### config.mk
export PLATFORM = sky130hd
export DESIGN_NAME = sysid_read_arbiter_flat
export DESIGN_NICKNAME = d
export VERILOG_FILES = /design/src/rtl/sysid_arb_pkg.sv /design/src/rtl/sysid_read_arbiter_if.sv /design/src/rtl/sysid_rr_arbiter.sv /design/src/rtl/sysid_read_arbiter.sv /design/src/flat_wrapper.sv
export SDC_FILE = /design/constraint.sdc
export NUM_CORES = 1
export LEC_CHECK = 0
export BUFFER_PORTS_ARGS = -buffer_cell sky130_fd_sc_hd__buf_2
export CAP_MARGIN = 10
export CORE_MARGIN = 1
export CORE_UTILIZATION = 40
export DETAILED_ROUTE_END_ITERATION = 16
export GPL_TIMING_DRIVEN = 0
export PLACE_DENSITY = 0.67
export SETUP_SLACK_MARGIN = 0.4
export SKIP_LAST_GASP = 1
export SYNTH_ARGS = -nofsm -noshare
export SYNTH_HDL_FRONTEND = slang
export SYNTH_SLANG_ARGS = --single-unit
### constraint.sdc
create_clock -name clock -period 3.07 [get_ports clock]
set_input_delay 0.1535 -clock clock [delete_from_list [all_inputs] [get_ports clock]]
set_output_delay 0.1535 -clock clock [all_outputs]
set_load 0.01 [all_outputs]
### src/rtl/sysid_arb_pkg.sv
// Shared types and constants for arbiters that front the system-ID slave.
package sysid_arb_pkg;

  localparam int unsigned SYSID_DATA_W = 32;

  localparam logic SYSID_ADDR_ID        = 1'b0;
  localparam logic SYSID_ADDR_TIMESTAMP = 1'b1;

  typedef enum logic [1:0] {
    IDLE,
    READ,
    RESP
  } state_t;

  function automatic logic [SYSID_DATA_W-1:0] expected_word(
    input logic                    addr,
    input logic [SYSID_DATA_W-1:0] id,
    input logic [SYSID_DATA_W-1:0] timestamp
  );
    return (addr == SYSID_ADDR_TIMESTAMP) ? timestamp : id;
  endfunction

endpackage

### src/rtl/sysid_read_arbiter_if.sv
// Requester-side Avalon-MM read bus, one bit per requester on the control lines.
interface sysid_read_arbiter_if #(
  parameter int unsigned NUM_REQ = 2
);
  import sysid_arb_pkg::*;

  logic [NUM_REQ-1:0]      req_read;
  logic [NUM_REQ-1:0]      req_address;
  logic [NUM_REQ-1:0]      req_waitrequest;
  logic [SYSID_DATA_W-1:0] req_readdata;
  logic [NUM_REQ-1:0]      req_readdatavalid;

  modport master (
    output req_read,
    output req_address,
    input  req_waitrequest,
    input  req_readdata,
    input  req_readdatavalid
  );

  modport slave (
    input  req_read,
    input  req_address,
    output req_waitrequest,
    output req_readdata,
    output req_readdatavalid
  );

endinterface

### src/rtl/sysid_rr_arbiter.sv
// Rotating-priority pick: first asserted request at or after the pointer, wrapping.
module sysid_rr_arbiter #(
  parameter  int unsigned NUM_REQ = 2,
  localparam int unsigned IDX_W   = (NUM_REQ > 1) ? $clog2(NUM_REQ) : 1
) (
  input  logic [NUM_REQ-1:0] request,
  input  logic [IDX_W-1:0]   pointer,
  output logic [IDX_W-1:0]   winner,
  output logic               any_valid
);

  int unsigned idx;

  always_comb begin
    winner    = '0;
    any_valid = 1'b0;
    idx       = 0;
    for (int unsigned k = 0; k < NUM_REQ; k++) begin
      idx = 32'(pointer) + k;
      if (idx >= NUM_REQ) idx = idx - NUM_REQ;
      if (!any_valid && request[idx[IDX_W-1:0]]) begin
        any_valid = 1'b1;
        winner    = IDX_W'(idx);
      end
    end
  end

endmodule

### src/rtl/sysid_read_arbiter.sv
// Round-robin read arbiter sharing one system-ID slave between NUM_REQ masters,
// with a sticky check of returned words against the expected ID/timestamp.
module sysid_read_arbiter
  import sysid_arb_pkg::*;
#(
  parameter int unsigned             NUM_REQ            = 2,
  parameter logic [SYSID_DATA_W-1:0] EXPECTED_ID        = 32'd0,
  parameter logic [SYSID_DATA_W-1:0] EXPECTED_TIMESTAMP = 32'h56D5E87F
) (
  input  logic                    clock,
  input  logic                    reset,
  sysid_read_arbiter_if.slave     req_bus,
  output logic                    sysid_address,
  input  logic [SYSID_DATA_W-1:0] sysid_readdata,
  output logic                    busy,
  output logic                    id_mismatch
);

  localparam int unsigned IDX_W = $clog2(NUM_REQ);

  state_t             state;
  logic [IDX_W-1:0]   rr_ptr;
  logic [IDX_W-1:0]   grant;
  logic [IDX_W-1:0]   winner;
  logic               any_req;
  logic [NUM_REQ-1:0] accept;

  sysid_rr_arbiter #(.NUM_REQ(NUM_REQ)) u_rr (
    .request   (req_bus.req_read),
    .pointer   (rr_ptr),
    .winner    (winner),
    .any_valid (any_req)
  );

  always_comb begin
    accept = '0;
    if (state == IDLE && any_req) accept[winner] = 1'b1;
    req_bus.req_waitrequest = reset ? '1 : (req_bus.req_read & ~accept);
  end

  // sysid_address doubles as the latched request address, so it only moves on accept.
  always_ff @(posedge clock) begin
    if (reset) begin
      state                     <= IDLE;
      rr_ptr                    <= '0;
      grant                     <= '0;
      sysid_address             <= SYSID_ADDR_ID;
      req_bus.req_readdata      <= '0;
      req_bus.req_readdatavalid <= '0;
      busy                      <= 1'b0;
      id_mismatch               <= 1'b0;
    end else begin
      case (state)
        IDLE: begin
          if (any_req) begin
            grant         <= winner;
            sysid_address <= req_bus.req_address[winner];
            busy          <= 1'b1;
            state         <= READ;
          end
        end
        READ: begin
          req_bus.req_readdata             <= sysid_readdata;
          req_bus.req_readdatavalid[grant] <= 1'b1;
          if (sysid_readdata != expected_word(sysid_address, EXPECTED_ID, EXPECTED_TIMESTAMP))
            id_mismatch <= 1'b1;
          state <= RESP;
        end
        RESP: begin
          req_bus.req_readdatavalid <= '0;
          busy                      <= 1'b0;
          rr_ptr                    <= (grant == IDX_W'(NUM_REQ - 1)) ? '0 : grant + 1'b1;
          state                     <= IDLE;
        end
        default: state <= IDLE;
      endcase
    end
  end

endmodule
### src/flat_wrapper.sv
// flat-port wrapper written by rule: the top's interface ports become plain ports
module sysid_read_arbiter_flat import sysid_arb_pkg::*;
#(
  parameter int unsigned             NUM_REQ            = 2,
  parameter logic [SYSID_DATA_W-1:0] EXPECTED_ID        = 32'd0,
  parameter logic [SYSID_DATA_W-1:0] EXPECTED_TIMESTAMP = 32'h56D5E87F
)
  (clock, reset, sysid_address, sysid_readdata, busy, id_mismatch, req_bus_req_read, req_bus_req_address, req_bus_req_waitrequest, req_bus_req_readdata, req_bus_req_readdatavalid);
  sysid_read_arbiter_if #(.NUM_REQ(NUM_REQ)) req_bus_i ();
  input  logic clock;
  input  logic reset;
  output logic sysid_address;
  input  logic [SYSID_DATA_W-1:0] sysid_readdata;
  output logic busy;
  output logic id_mismatch;
  input wire logic [$bits(req_bus_i.req_read)-1:0] req_bus_req_read;
  input wire logic [$bits(req_bus_i.req_address)-1:0] req_bus_req_address;
  output wire logic [$bits(req_bus_i.req_waitrequest)-1:0] req_bus_req_waitrequest;
  output wire logic [$bits(req_bus_i.req_readdata)-1:0] req_bus_req_readdata;
  output wire logic [$bits(req_bus_i.req_readdatavalid)-1:0] req_bus_req_readdatavalid;
  assign req_bus_i.req_read = req_bus_req_read;
  assign req_bus_i.req_address = req_bus_req_address;
  assign req_bus_req_waitrequest = req_bus_i.req_waitrequest;
  assign req_bus_req_readdata = req_bus_i.req_readdata;
  assign req_bus_req_readdatavalid = req_bus_i.req_readdatavalid;
  sysid_read_arbiter #(.NUM_REQ(NUM_REQ), .EXPECTED_ID(EXPECTED_ID), .EXPECTED_TIMESTAMP(EXPECTED_TIMESTAMP)) u_core (.clock(clock), .reset(reset), .req_bus(req_bus_i), .sysid_address(sysid_address), .sysid_readdata(sysid_readdata), .busy(busy), .id_mismatch(id_mismatch));
endmodule
==> flow_summary_export.csv <==
group,metric,value,unit
worst_setup_path,critPathMaxFanout,6,
global_routing,antenna_found_initial,0,
floorplanning,core,0.00403,mm2
power_and_ir_drop,internal_power,0.904,mW
cts,cts_tree,"yes",
logic_synthesis,synthAdderAreaFrac,2.95,%
cts,cts_root_buf,"clkbuf_8",
global_routing,gr-total-overflow,0,
worst_setup_path,arrival,1590,ps
worst_setup_path,startpoint_type,"flip-flop",
sta,fin_tns_setup,0,ps
power_and_ir_drop,powerDensity,565,mW/mm2
logic_synthesis,ys_seq_elements,41,
power_and_ir_drop,power.share.combinational,23.8,%
power_and_ir_drop,pwr-share-clk,27.1,%
power_and_ir_drop,p_switching,0.351,mW
placement,pre_cts_slack,1630,ps
layout,fillers,399,
power_and_ir_drop,power.leakage,1.06,nW
placement,gp_congestion,0.733,
global_routing,grt_max_degree,12,
global_routing,grt_pass1_vias,1258,
global_routing,grt_pass1_wl,5.79,mm
sta,max_freq,575,MHz
logic_synthesis,yosysSeqAreaShare,48.4,%
sta,tightest_slew,489,ps
floorplanning,io-pin-count,77,
detailed_routing,routed-via-count,1502,
logic_synthesis,ys_warn_count,0,
sta,fin_crit,1740,ps
logic_synthesis,synth_top_family_by_area,"multiplexers",
detailed_routing,drc,0,
cts,ctsHoldBuffers,0,
logic_synthesis,synth-main-ff-cell,"dfxtp_1",
logic_synthesis,synthCells,177,
logic_synthesis,synth-simple-area-share,18.7,%
logic_synthesis,ys_async_sr_fraction,0,%
detailed_routing,ant_nets,0,
cts,htreeDepth,2,
power_and_ir_drop,power_frac_seq,49.0,%
placement,numPortBuffers,75,
global_routing,grt_usage,17.5,%
sta,max_slew_margin,67.4,%
sta,fin_ws,1330,ps
cts,numCtsBuffers,5,
logic_synthesis,synthDistinctLibCells,28,
detailed_routing,wirelength,3.93,mm
worst_setup_path,crit_type,"flip-flop to output port",
cts,clock_path_buffers,2,
cts,clock_latency,280,ps
sta,setup_viol,0,
logic_synthesis,syn_nets,219,
sta,rsz0062_at_grt,"false",
min_path,min_path_type,"input port to flip-flop",
logic_synthesis,synth_compound_area_share,5.31,%
worst_setup_path,cp-end-kind,"output port",
worst_setup_path,critical_path_required,2920,ps
floorplanning,dieArea,0.00450,mm2
cts,cts-resized-gates,0,
layout,diodes,0,
run,drv_cap,0,
detailed_routing,first_pass_iters,4,
sta,slew_violations,0,
worst_setup_path,r2r_slack,1620,ps
logic_synthesis,synthXorXnorAreaFrac,0,%
layout,syn_to_final_growth,30.9,%
logic_synthesis,synth_top_area_share,48.4,%
sta,timing.final.crit_share,56.7,%
logic_synthesis,yosys-top-cells-area,"dfxtp_1 48%, mux2i_1 21%, nor2_1 9.5%",
detailed_routing,viasPerCell,4.86,
power_and_ir_drop,ir_drop,292,uV
cts,clock_sinks,41,
logic_synthesis,avgSynthCellArea,9.58,um2
logic_synthesis,synthTopCellsByCount,"43 x nor2_1, 41 x dfxtp_1, 35 x mux2i_1, 6 x nor4_1",
logic_synthesis,synth-edff-count,0,
logic_synthesis,synth.largest_area_cell,"dfxtp_1",
floorplanning,die_y,67.1,um
sta,timing.hold.ws,123,ps
status,status,"completed",
power_and_ir_drop,swShare,28.0,%
logic_synthesis,synth_area,0.00170,mm2
logic_synthesis,synth.area.mux_share,20.7,%
cts,post_cts_buffers,0,
placement,hpwl,3.02,mm
sta,finClkSkew,2.89,ps
detailed_routing,routedWlPerCell,12.7,um
sta,hold_violations,0,
layout,fin_nets,301,
layout,drive_gt1_share,34.4,%
floorplanning,rows,23,
floorplanning,start_util,42.1,%
logic_synthesis,synth_most_common_cell,"nor2_1",
floorplanning,fp.dieW,67.1,um
detailed_routing,drt_iter0_drc,37,
cts,clk_pin_slew,70,ps
==> layout make-up <==
class,count,area (um2),area share (%)
plain buffers,9,47.5,2.14
clock buffers,7,86.3,3.89
inverters,5,18.8,0.846
multi-input cells,122,808,36.4
flip-flops and latches,41,821,37.0
well taps,50,62.6,2.82
repair buffers,75,375,16.9
==> worst max-delay path: stages (launching register included) <==
cell,delay [ps]
dfxtp_1,330
inv_1,120
ha_1,250
a21boi_0,370
o21bai_1,90
buf_2,140
==> logic make-up (layout without fill, tap and decap cells) <==
group           after synthesis  after routing
mux                          35             35
simple gates                 69             69
compound gates               14             14
fa+ha+maj                     4              4
buf+inv                      14             96
flops                        41             41
==> placed cells by master, fill, tap and decap left out, types with 2 or more instances in the layout <==
cell type  synthesis  final
nand4_1            5      5
mux2i_1           35     35
clkbuf_8           0      6
nand2_1            5      5
buf_2              2     77
dfxtp_1           41     41
a21oi_1            4      4
ha_1               4      4
clkbuf_1           4      5
buf_4              3      3
nor4_1             6      6
a21o_1             2      2
nor2_1            43     43
nand3_1            4      4
inv_1              5      5
==> metrics by stage <==
stage               instances  total power [mW]  util, %  instance area (um2)
CTS                       309              1.27     55.1                 2220
global placement          302             0.923     53.0                 2130
finish                    309              1.25     55.1                 2220
detailed placement        302             0.928     53.0                 2130
global route              309              1.33     55.1                 2220
floorplan                 177             0.813        -                 1700
==> power groups by stage <==
stage / logic (mW) / registers (mW) / clock network [mW]
after floorplan: 0.166 / 0.647 / 0
after global placement: 0.298 / 0.625 / 0
after detailed placement: 0.301 / 0.627 / 0
after CTS: 0.302 / 0.615 / 0.355
after global routing: 0.333 / 0.621 / 0.381
final: 0.299 / 0.615 / 0.341
==> worst paths after layout <==
check                                                                       from                                                to  depth (start not counted)
worst max-delay path                                u_core.state[0]$_SDFFE_PP0P_                        req_bus_req_waitrequest[1]                          5
worst min-delay path                                           sysid_readdata[9]       u_core.req_bus.req_readdata[9]$_SDFFE_PP0P_                          3
worst max register to register                      u_core.state[1]$_SDFFE_PP0P_       u_core.req_bus.req_readdata[4]$_SDFFE_PP0P_                          6
worst min register to register  u_core.req_bus.req_readdatavalid[0]$_SDFFE_PP0P_  u_core.req_bus.req_readdatavalid[0]$_SDFFE_PP0P_                          2
==> sequential cells by signal, indices dropped and copies added (netlist names) <==
name                              flops
u_core.id_mismatch                    1
u_core.state                          2
u_core.busy                           1
u_core.rr_ptr                         1
u_core.req_bus.req_readdatavalid      2
u_core.grant                          1
u_core.req_bus.req_readdata          32
u_core.sysid_address                  1
==> layer usage <==
layer	wire, um	GRT usage, %
met1	1940	23.5
met2	1740	26.5
met3	206	4.62
met4	46	7.18
met5	0	0
Note: power is estimated with default switching activity, not from simulation.
